### src/rtl/multicycle_control_if.sv
// Control bundle between the multicycle control FSM (master) and the datapath (slave).
// The opcode and stall inputs travel with the control lines they steer.
interface multicycle_control_if;
  logic [6:0]  opcode;
  logic        stall;
  logic [1:0]  ALUop;
  logic        ALUSrcA;
  logic [1:0]  ALUSrcB;
  logic        PCSource;
  logic        MemRead;
  logic        MemWrite;
  logic        IorD;
  logic        IRWrite;
  logic        MemtoReg;
  logic        RegWrite;
  logic        PCWrite;
  logic        PCWriteCond;
  logic [3:0]  state;
  logic        instr_done;
  logic        illegal_op;
  logic [31:0] retired;

  modport master (
    input  opcode, stall,
    output ALUop, ALUSrcA, ALUSrcB, PCSource, MemRead, MemWrite, IorD, IRWrite,
           MemtoReg, RegWrite, PCWrite, PCWriteCond, state, instr_done, illegal_op, retired
  );

  modport slave (
    output opcode, stall,
    input  ALUop, ALUSrcA, ALUSrcB, PCSource, MemRead, MemWrite, IorD, IRWrite,
           MemtoReg, RegWrite, PCWrite, PCWriteCond, state, instr_done, illegal_op, retired
  );
endinterface

### src/rtl/multicycle_control.sv
// Moore control FSM for the multicycle RISC-V core: sequences fetch/decode/execute/
// memory/write-back for LW, SW, R-type and BEQ, and counts retired instructions.
module multicycle_control (
  input logic                 clk,
  input logic                 rst_n,
  multicycle_control_if.master bus
);

  typedef enum logic [3:0] {
    S_FETCH    = 4'd0,
    S_DECODE   = 4'd1,
    S_MEMADR   = 4'd2,
    S_MEMREAD  = 4'd3,
    S_MEMWB    = 4'd4,
    S_MEMWRITE = 4'd5,
    S_EXECUTE  = 4'd6,
    S_RTYPEWB  = 4'd7,
    S_BRANCH   = 4'd8
  } state_t;

  localparam logic [6:0] OP_LW    = 7'b0000011;
  localparam logic [6:0] OP_SW    = 7'b0100011;
  localparam logic [6:0] OP_RTYPE = 7'b0110011;
  localparam logic [6:0] OP_BEQ   = 7'b1100011;

  state_t      r_state;
  state_t      w_next;
  logic [31:0] r_retired;

  logic [1:0]  w_alu_op;
  logic        w_alu_src_a;
  logic [1:0]  w_alu_src_b;
  logic        w_pc_source;
  logic        w_mem_read;
  logic        w_mem_write;
  logic        w_i_or_d;
  logic        w_ir_write;
  logic        w_mem_to_reg;
  logic        w_reg_write;
  logic        w_pc_write;
  logic        w_pc_write_cond;
  logic        w_final;
  logic        w_illegal;
  logic        w_strobe_en;

  // NOTE: sequential state uses non-blocking assignments so every flop samples pre-edge values.
  always_ff @(posedge clk or negedge rst_n) begin
    if (!rst_n) begin
      r_state <= S_FETCH;
    end else if (!bus.stall) begin
      r_state <= w_next;
    end
  end

  always_ff @(posedge clk or negedge rst_n) begin
    if (!rst_n) begin
      r_retired <= 32'd0;
    end else if (w_final && !bus.stall) begin
      r_retired <= r_retired + 32'd1;
    end
  end

  // NOTE: every combinational output gets a default first so no path can infer a latch.
  always_comb begin
    w_next          = S_FETCH;
    w_alu_op        = 2'b00;
    w_alu_src_a     = 1'b0;
    w_alu_src_b     = 2'b00;
    w_pc_source     = 1'b0;
    w_mem_read      = 1'b0;
    w_mem_write     = 1'b0;
    w_i_or_d        = 1'b0;
    w_ir_write      = 1'b0;
    w_mem_to_reg    = 1'b0;
    w_reg_write     = 1'b0;
    w_pc_write      = 1'b0;
    w_pc_write_cond = 1'b0;
    w_final         = 1'b0;
    w_illegal       = 1'b0;
    case (r_state)
      S_FETCH: begin
        w_mem_read  = 1'b1;
        w_ir_write  = 1'b1;
        w_alu_src_b = 2'b01;
        w_pc_write  = 1'b1;
        w_next      = S_DECODE;
      end
      S_DECODE: begin
        w_alu_src_b = 2'b11;
        case (bus.opcode)
          OP_LW, OP_SW: w_next = S_MEMADR;
          OP_RTYPE:     w_next = S_EXECUTE;
          OP_BEQ:       w_next = S_BRANCH;
          default: begin
            w_next    = S_FETCH;
            w_illegal = 1'b1;
          end
        endcase
      end
      S_MEMADR: begin
        w_alu_src_a = 1'b1;
        w_alu_src_b = 2'b10;
        w_next      = (bus.opcode == OP_LW) ? S_MEMREAD : S_MEMWRITE;
      end
      S_MEMREAD: begin
        w_mem_read = 1'b1;
        w_i_or_d   = 1'b1;
        w_next     = S_MEMWB;
      end
      S_MEMWB: begin
        w_reg_write  = 1'b1;
        w_mem_to_reg = 1'b1;
        w_final      = 1'b1;
      end
      S_MEMWRITE: begin
        w_mem_write = 1'b1;
        w_i_or_d    = 1'b1;
        w_final     = 1'b1;
      end
      S_EXECUTE: begin
        w_alu_src_a = 1'b1;
        w_alu_op    = 2'b10;
        w_next      = S_RTYPEWB;
      end
      S_RTYPEWB: begin
        w_reg_write = 1'b1;
        w_final     = 1'b1;
      end
      S_BRANCH: begin
        w_alu_src_a     = 1'b1;
        w_alu_op        = 2'b01;
        w_pc_write_cond = 1'b1;
        w_pc_source     = 1'b1;
        w_final         = 1'b1;
      end
      default: w_next = S_FETCH;
    endcase
  end

  // Reset blanks every output at once, even though the state register already reads FETCH.
  assign w_strobe_en = rst_n & ~bus.stall;

  assign bus.ALUop       = rst_n ? w_alu_op    : 2'b00;
  assign bus.ALUSrcA     = rst_n & w_alu_src_a;
  assign bus.ALUSrcB     = rst_n ? w_alu_src_b : 2'b00;
  assign bus.PCSource    = rst_n & w_pc_source;
  assign bus.MemRead     = rst_n & w_mem_read;
  assign bus.IorD        = rst_n & w_i_or_d;
  assign bus.MemtoReg    = rst_n & w_mem_to_reg;
  assign bus.MemWrite    = w_strobe_en & w_mem_write;
  assign bus.IRWrite     = w_strobe_en & w_ir_write;
  assign bus.RegWrite    = w_strobe_en & w_reg_write;
  assign bus.PCWrite     = w_strobe_en & w_pc_write;
  assign bus.PCWriteCond = w_strobe_en & w_pc_write_cond;
  assign bus.instr_done  = w_strobe_en & w_final;
  assign bus.illegal_op  = w_strobe_en & w_illegal;
  assign bus.state       = r_state;
  assign bus.retired     = r_retired;

endmodule
### src/flat_wrapper.sv
// flat-port wrapper written by rule: the top's interface ports become plain ports
module multicycle_control_flat 
  (clk, rst_n, bus_opcode, bus_stall, bus_ALUop, bus_ALUSrcA, bus_ALUSrcB, bus_PCSource, bus_MemRead, bus_MemWrite, bus_IorD, bus_IRWrite, bus_MemtoReg, bus_RegWrite, bus_PCWrite, bus_PCWriteCond, bus_state, bus_instr_done, bus_illegal_op, bus_retired);
  multicycle_control_if bus_i ();
  input logic clk;
  input logic rst_n;
  input wire logic [$bits(bus_i.opcode)-1:0] bus_opcode;
  input wire logic [$bits(bus_i.stall)-1:0] bus_stall;
  output wire logic [$bits(bus_i.ALUop)-1:0] bus_ALUop;
  output wire logic [$bits(bus_i.ALUSrcA)-1:0] bus_ALUSrcA;
  output wire logic [$bits(bus_i.ALUSrcB)-1:0] bus_ALUSrcB;
  output wire logic [$bits(bus_i.PCSource)-1:0] bus_PCSource;
  output wire logic [$bits(bus_i.MemRead)-1:0] bus_MemRead;
  output wire logic [$bits(bus_i.MemWrite)-1:0] bus_MemWrite;
  output wire logic [$bits(bus_i.IorD)-1:0] bus_IorD;
  output wire logic [$bits(bus_i.IRWrite)-1:0] bus_IRWrite;
  output wire logic [$bits(bus_i.MemtoReg)-1:0] bus_MemtoReg;
  output wire logic [$bits(bus_i.RegWrite)-1:0] bus_RegWrite;
  output wire logic [$bits(bus_i.PCWrite)-1:0] bus_PCWrite;
  output wire logic [$bits(bus_i.PCWriteCond)-1:0] bus_PCWriteCond;
  output wire logic [$bits(bus_i.state)-1:0] bus_state;
  output wire logic [$bits(bus_i.instr_done)-1:0] bus_instr_done;
  output wire logic [$bits(bus_i.illegal_op)-1:0] bus_illegal_op;
  output wire logic [$bits(bus_i.retired)-1:0] bus_retired;
  assign bus_i.opcode = bus_opcode;
  assign bus_i.stall = bus_stall;
  assign bus_ALUop = bus_i.ALUop;
  assign bus_ALUSrcA = bus_i.ALUSrcA;
  assign bus_ALUSrcB = bus_i.ALUSrcB;
  assign bus_PCSource = bus_i.PCSource;
  assign bus_MemRead = bus_i.MemRead;
  assign bus_MemWrite = bus_i.MemWrite;
  assign bus_IorD = bus_i.IorD;
  assign bus_IRWrite = bus_i.IRWrite;
  assign bus_MemtoReg = bus_i.MemtoReg;
  assign bus_RegWrite = bus_i.RegWrite;
  assign bus_PCWrite = bus_i.PCWrite;
  assign bus_PCWriteCond = bus_i.PCWriteCond;
  assign bus_state = bus_i.state;
  assign bus_instr_done = bus_i.instr_done;
  assign bus_illegal_op = bus_i.illegal_op;
  assign bus_retired = bus_i.retired;
  multicycle_control u_core (.clk(clk), .rst_n(rst_n), .bus(bus_i));
endmodule
### config.mk
export PLATFORM = sky130hd
export DESIGN_NAME = multicycle_control_flat
export DESIGN_NICKNAME = d
export VERILOG_FILES = /design/src/rtl/multicycle_control_if.sv /design/src/rtl/multicycle_control.sv /design/src/flat_wrapper.sv
export SDC_FILE = /design/constraint.sdc
export NUM_CORES = 1
export LEC_CHECK = 0
export ABC_AREA = 1
export CAP_MARGIN = 15
export CORE_AREA = 2 2 75 77
export CTS_CLUSTER_DIAMETER = 80
export CTS_CLUSTER_SIZE = 14
export DETAILED_ROUTE_END_ITERATION = 8
export DIE_AREA = 0 0 77 79
export MAX_ROUTING_LAYER = met4
export PLACE_DENSITY = 0.84
export REMOVE_ABC_BUFFERS = 1
export SYNTH_ARGS = -nofsm -noshare
export SYNTH_HDL_FRONTEND = slang
export SYNTH_SLANG_ARGS = --single-unit
### constraint.sdc
create_clock -name clk -period 2 [get_ports clk]
set_clock_uncertainty 0.05 [all_clocks]
set_input_delay 0.4 -clock clk [delete_from_list [all_inputs] [get_ports clk]]
set_output_delay 0.4 -clock clk [all_outputs]
set_load 0.01 [all_outputs]
Word-level counts from Yosys, hierarchy flattened
Index checks and enable logic that the tools add are counted.
{"block": "word_totals", "ff_bits": 36, "inputBits": 10, "output_inout_bits": 52, "wordCells": 56}
{"block": "op_classes", "add_sub_neg": 1, "n_eq_ne": 12, "mux": 18, "n_bitwise": 13, "reduce_logical": 10}
{"cell": "adder 32 x 1 -> 32 bit (second input constant)", "count": 1}
{"cell": "one-hot mux 4 bit (5 select lines)", "count": 1}
{"cell": "equality test 4 x 3 -> 1 bit (second input constant)", "count": 4}
{"cell": "equality test 7 x 6 -> 1 bit (second input constant)", "count": 2}
{"cell": "AND 1 bit", "count": 12}
{"cell": "one-hot mux 4 bit (3 select lines)", "count": 1}
{"cell": "2-to-1 mux 1 bit", "count": 11}
{"cell": "equality test 4 x 2 -> 1 bit (second input constant)", "count": 2}
{"cell": "OR reduction 2 bit", "count": 4}
{"cell": "OR reduction 4 bit", "count": 2}
{"cell": "equality test 7 x 2 -> 1 bit (second input constant)", "count": 1}
{"cell": "equality test 7 bit (second input constant)", "count": 1}
{"cell": "one-hot mux 2 bit (3 select lines)", "count": 1}
{"cell": "equality test 4 x 1 -> 1 bit (second input constant)", "count": 1}
{"cell": "equality test 4 bit (second input constant)", "count": 1}
{"cell": "logical NOT 4 bit", "count": 1}
{"cell": "2-to-1 mux 2 bit", "count": 2}
{"cell": "one-hot mux 2 bit (2 select lines)", "count": 1}
{"cell": "2-to-1 mux 3 bit", "count": 1}
{"cell": "OR reduction 3 bit", "count": 1}
{"cell": "logical AND 1 bit", "count": 1}
{"cell": "logical NOT 1 bit", "count": 1}
{"cell": "inverter 1 bit", "count": 1}

Depth between registers and ports, before layout
{"block": "logic_depth", "depth_word": 5, "depth_mapped": 10, "mapped_depth_nobuf": 9}

Least setup slack after synthesis
No wires, ideal clock.
{"block": "synth_timing", "path_type": "flip-flop to output port", "startpoint": "register u_core.r_state[1] (netlist: u_core.bus.state[1])", "endpoint": "output port bus_instr_done", "arrival_ns": 1.375, "t_required_ns": 1.550, "slack_ns": 0.175, "stages_incl_launch_ff": 8, "path_buffers": 2, "cell_sequence": "dfrtp_1 > nor2_2 > nand3_2 > nand2_2 > nand2_4 > buf_8 > buf_4 > nor2_1"}
{"block": "synth_via", "elab_chain_len": 4, "elab_cells_between_ends": 7, "classes_between": "4 x eq/ne; 1 x mux; 1 x bitwise; 1 x reduce/logical"}
{"item": "start: declaration", "line": "multicycle_control.sv:26", "text": "state_t r_state;"}
{"item": "start signal: assignment", "line": "multicycle_control.sv:51", "text": "r_state <= w_next;"}
{"item": "equality test 4 x 3 -> 1 bit / equality test 4 bit (equally long branches)", "line": "multicycle_control.sv:80", "text": "case (r_state)"}
{"item": "OR reduction 4 bit (no source line) (*)"}
{"item": "2-to-1 mux 1 bit (*)", "line": "multicycle_control.sv:80"}
{"item": "AND 1 bit (*)", "line": "multicycle_control.sv:155", "text": "assign bus.instr_done = w_strobe_en & w_final;"}
{"item": "end: declaration", "line": "flat_wrapper.sv:22", "text": "output wire logic [$bits(bus_i.instr_done)-1:0] bus_instr_done;"}
Mark *: on every way between the ends. The rest lies on a longest branch, timed or not.

Final worst setup path
{"block": "layout_timing", "startpoint": "register u_core.r_state[2] (netlist: u_core.bus.state[2])", "endpoint": "output port bus_ALUop[1]"}
{"block": "layout_via", "elab_chain_len": 3, "elab_cells_between_ends": 4, "classes_between": "2 x eq/ne; 2 x mux"}
{"item": "equality test 4 bit / equality test 4 x 3 -> 1 bit (equally long branches)", "line": "multicycle_control.sv:80"}
{"item": "one-hot mux 2 bit (2 select lines) (*)", "line": "multicycle_control.sv:80"}
{"item": "2-to-1 mux 2 bit (*)", "line": "multicycle_control.sv:143", "text": "assign bus.ALUop = rst_n ? w_alu_op : 2'b00;"}
{"item": "end: declaration", "line": "flat_wrapper.sv:9", "text": "output wire logic [$bits(bus_i.ALUop)-1:0] bus_ALUop;"}
Marked as above.

==> summary.md <==
| Metric | Value |
|---|---|
| Run status | `complete, no violations` |
| Post-Syn Area | `0.00254 sq mm` |
| Via-to-Cell Ratio | `about 4.9` |
| # setup viols final | `0` |
| CTS H-tree lvls | `2` |
| Initial core utilization | `0.475` |
| Die area | `between 0.006 and 0.007 sq mm` |
| Startpoint types | `flip-flop` |
| Library cells used by synthesis | `26` |
| Crit. End Element | `primary output` |
| Hold Violations, Final | `0` |
| Non-filler instance count after layout | `~550` |
| Crit path DAT | `around 1500 ps` |
| Cell count after synthesis | `between 300 and 400` |
| Synth Register Bits | `36` |
| CTS max path bufs | `2` |
| Die X | `77 um` |
| Tot GR Track Use | `0.239` |
| Diodes inserted | `0` |
| Crit path buf inv count | `4` |
| DIE HEIGHT | `79 um` |
| Commonest cells post-synth | `nand2_1 (164), nor2_1 (67), inv_1 (40)` |
| Most frequent cell after synthesis | `nand2_1` |
| DR DRC count | `0` |
| Global-route wire length before repair | `around 12000 um` |
| Port Buffer Count | `61` |
| Clk Latency, worst-skew pair | `290 ps` |
| Max-cap violation count | `0` |
| Worst path required time | `about 1600 ps` |
| Area growth, synth to finish | `36.2%` |
| Seq/Total Area, Yosys | `0.355` |
| Largest net degree at the start of global routing | `37` |
| Clk pin slew, worst setup/hold paths | `70 ps` |
| Leak | `between 1.5 and 2 nW` |
| Worst slew pin tran | `roughly 460 ps` |
| RD Place Congestion | `around 0.93` |
| Cell taking the most area after synthesis | `dfrtp_1` |
| Final global-route overflow total | `0` |
| Max FO, Critical Path | `3` |
| Slew Limit Fails | `0` |
| Synth Warn # | `0` |
| Clock tree from TritonCTS | `yes` |
| Post-route ant nets | `0` |
| Routed Wire Length | `roughly 6800 um` |
| Max Freq | `just over 500 MHz` |
| Std cell rows | `27` |
| Boundary pin count | `62` |
| Fin crit share | `0.988` |
| Num CTS Buffers | `5` |
| Initial antenna violation count | `0` |
| Layout net count | `between 400 and 500` |
| WL/cell | `between 10 and 15 um` |
| CP Class | `flip-flop to primary output` |
| Critical path, cell by cell | `inv_2, nor2_2, inv_1, nor2_1, inv_1, nor2_1, dlygate4sd2_1` |
| Largest stage delay on the critical path | `approximately 370 ps` |
| CTS Root Cell | `clkbuf_8` |
| RSZ-0062 raised after global routing | `yes` |
| Average cell area after synthesis | `6.44 sq um` |
| Post-synth top area share | `0.355` |
| Layout cells sized above 1 | `0.160` |
| Placed Instances | `544` |
| Top cells by area, synth | `dfrtp_1 (36%), nand2_1 (24%), nor2_1 (9.9%)` |
| Via count | `approximately 2700` |
| Critical path's slowest cell | `dfrtp_1` |
| Peak supply drop | `between 0.5 and 0.6 mV` |
| Fraction of registers with async set/reset | `1.00` |
| Most common flop cell mapped by yosys | `dfrtp_1` |
| HP Class | `input port to asynchronous set/reset pin` |
| Vias in the first global route | `~2600` |
| Pwr dens | `roughly 560 mW/mm^2` |
| Pre-antenna DRT Iters | `5` |
| CP delay by family, top | `buffers and inverters` |
| Initial DRC Count | `151` |
| CTS sink cnt | `36` |
| Number of synthesized flops with an enable pin | `0` |
| Final min period | `a little under 2000 ps` |
| Worst slew margin | `0.691` |
| Post-DP HPWL | `between 5000 and 6000 um` |
| Core area | `roughly 0.0053 sq mm` |
| Hold_ws | `205 ps` |
[routing by layer]
layer | track usage | routed length [um] | vias to the layer above
met5 | - | 0 | -
met4 | 0.0679 | 87 | 0
met3 | 0.0398 | 291 | 8
met2 | 0.434 | 3460 | 73
met1 | 0.275 | 2930 | 1269
li1 | - | - | 1385
[final cells by class]
| class | instances | area, sq um |
|---|---|---|
| well taps | 72 | 90.1 |
| multi-input cells | 313 | 1480 |
| clock inverters | 2 | 35.0 |
| fillers | 496 | 1880 |
| clock buffers | 6 | 72.6 |
| flip-flops and latches | 36 | 902 |
| repair buffers | 83 | 717 |
| inverters | 41 | 154 |
[cells by family after synthesis]
kind of cell / after synthesis / synth area share
and+or+nand+nor: 293 / 0.510
AOI/OAI and AO/OA: 8 / 0.0168
DFF: 36 / 0.355
adders and majority gates: 1 / 0.00493
buffers and inverters: 45 / 0.0755
xor gates and xnor gates: 11 / 0.0380
[where the power goes]
group	total [mW]	switching, mW	internal (mW)
logic	0.437	0.228	0.210
clock network	0.628	0.259	0.370
registers	0.864	0.0822	0.782
[cells in the final DEF (no fill, tap or decap), drive strengths merged, types with 2 or more instances in the layout]
cell type and instances:
buf 26, o21ai 5, nand2 170, clkdlybuf4s15 2
nand3b 6, dfrtp 36, clkdlybuf4s50 44, nor2 79
nand4 6, nand3 27, dlygate4sd2 4, a21oi 2
xor2 10, clkbuf 13, inv 41, nor3 3
[final timing paths]
kind	slack, ps	start	cells after the start	to
setup / recovery	20	u_core.bus.state[2]	7	bus_ALUop[1]
hold / removal	200	rst_n	3	u_core.bus.state[0]
setup reg to reg	140	u_core.bus.state[0]	10	u_core.bus.retired[23]
hold reg to reg	480	u_core.bus.retired[4]	1	u_core.bus.retired[4]
max in group asynchronous	1340	rst_n	3	u_core.bus.state[1]
min in group clk	480	u_core.bus.retired[4]	1	u_core.bus.retired[4]
[per-stage QoR]
| stage | setup WS, ps | power (mW) | setup TNS (ps) | instance area, sq um | util |
|---|---|---|---|---|---|
| floorplan | 353 | 1.06 | 0 | 2500 | - |
| global placement | -266 | 1.29 | -1920 | 3350 | 0.628 |
| detailed placement | -302 | 1.31 | -2910 | 3350 | 0.628 |
| CTS | 1.87 | 1.94 | 0 | 3480 | 0.651 |
| global route | -141 | 2.03 | -168 | 3450 | 0.647 |
| finish | 23.1 | 1.93 | 0 | 3450 | 0.647 |
[worst register-to-register path, delay by kind of cell, from the launching register on]
| family | cells | cell delay, ps |
|---|---|---|
| buffers and inverters | 3 | 680 |
| and+or+nand+nor | 7 | 630 |
| DFF | 1 | 390 |
[state kept, by name (all words and copies together) (netlist names)]
register and count:
u_core.bus.retired 32, u_core.bus.state 4
[repair_timing]
item | in CTS | in global routing
pin swaps | 0 | 2
hold endpoints to repair | 0 | 0
setup buffers | 1 | 0
gates cloned | 0 | 0
hold buffers | 0 | 0
endpoints found under the setup margin | 16 | 12
gates resized for setup | 32 | 25
No activity file was read; power rests on OpenSTA's default activity.
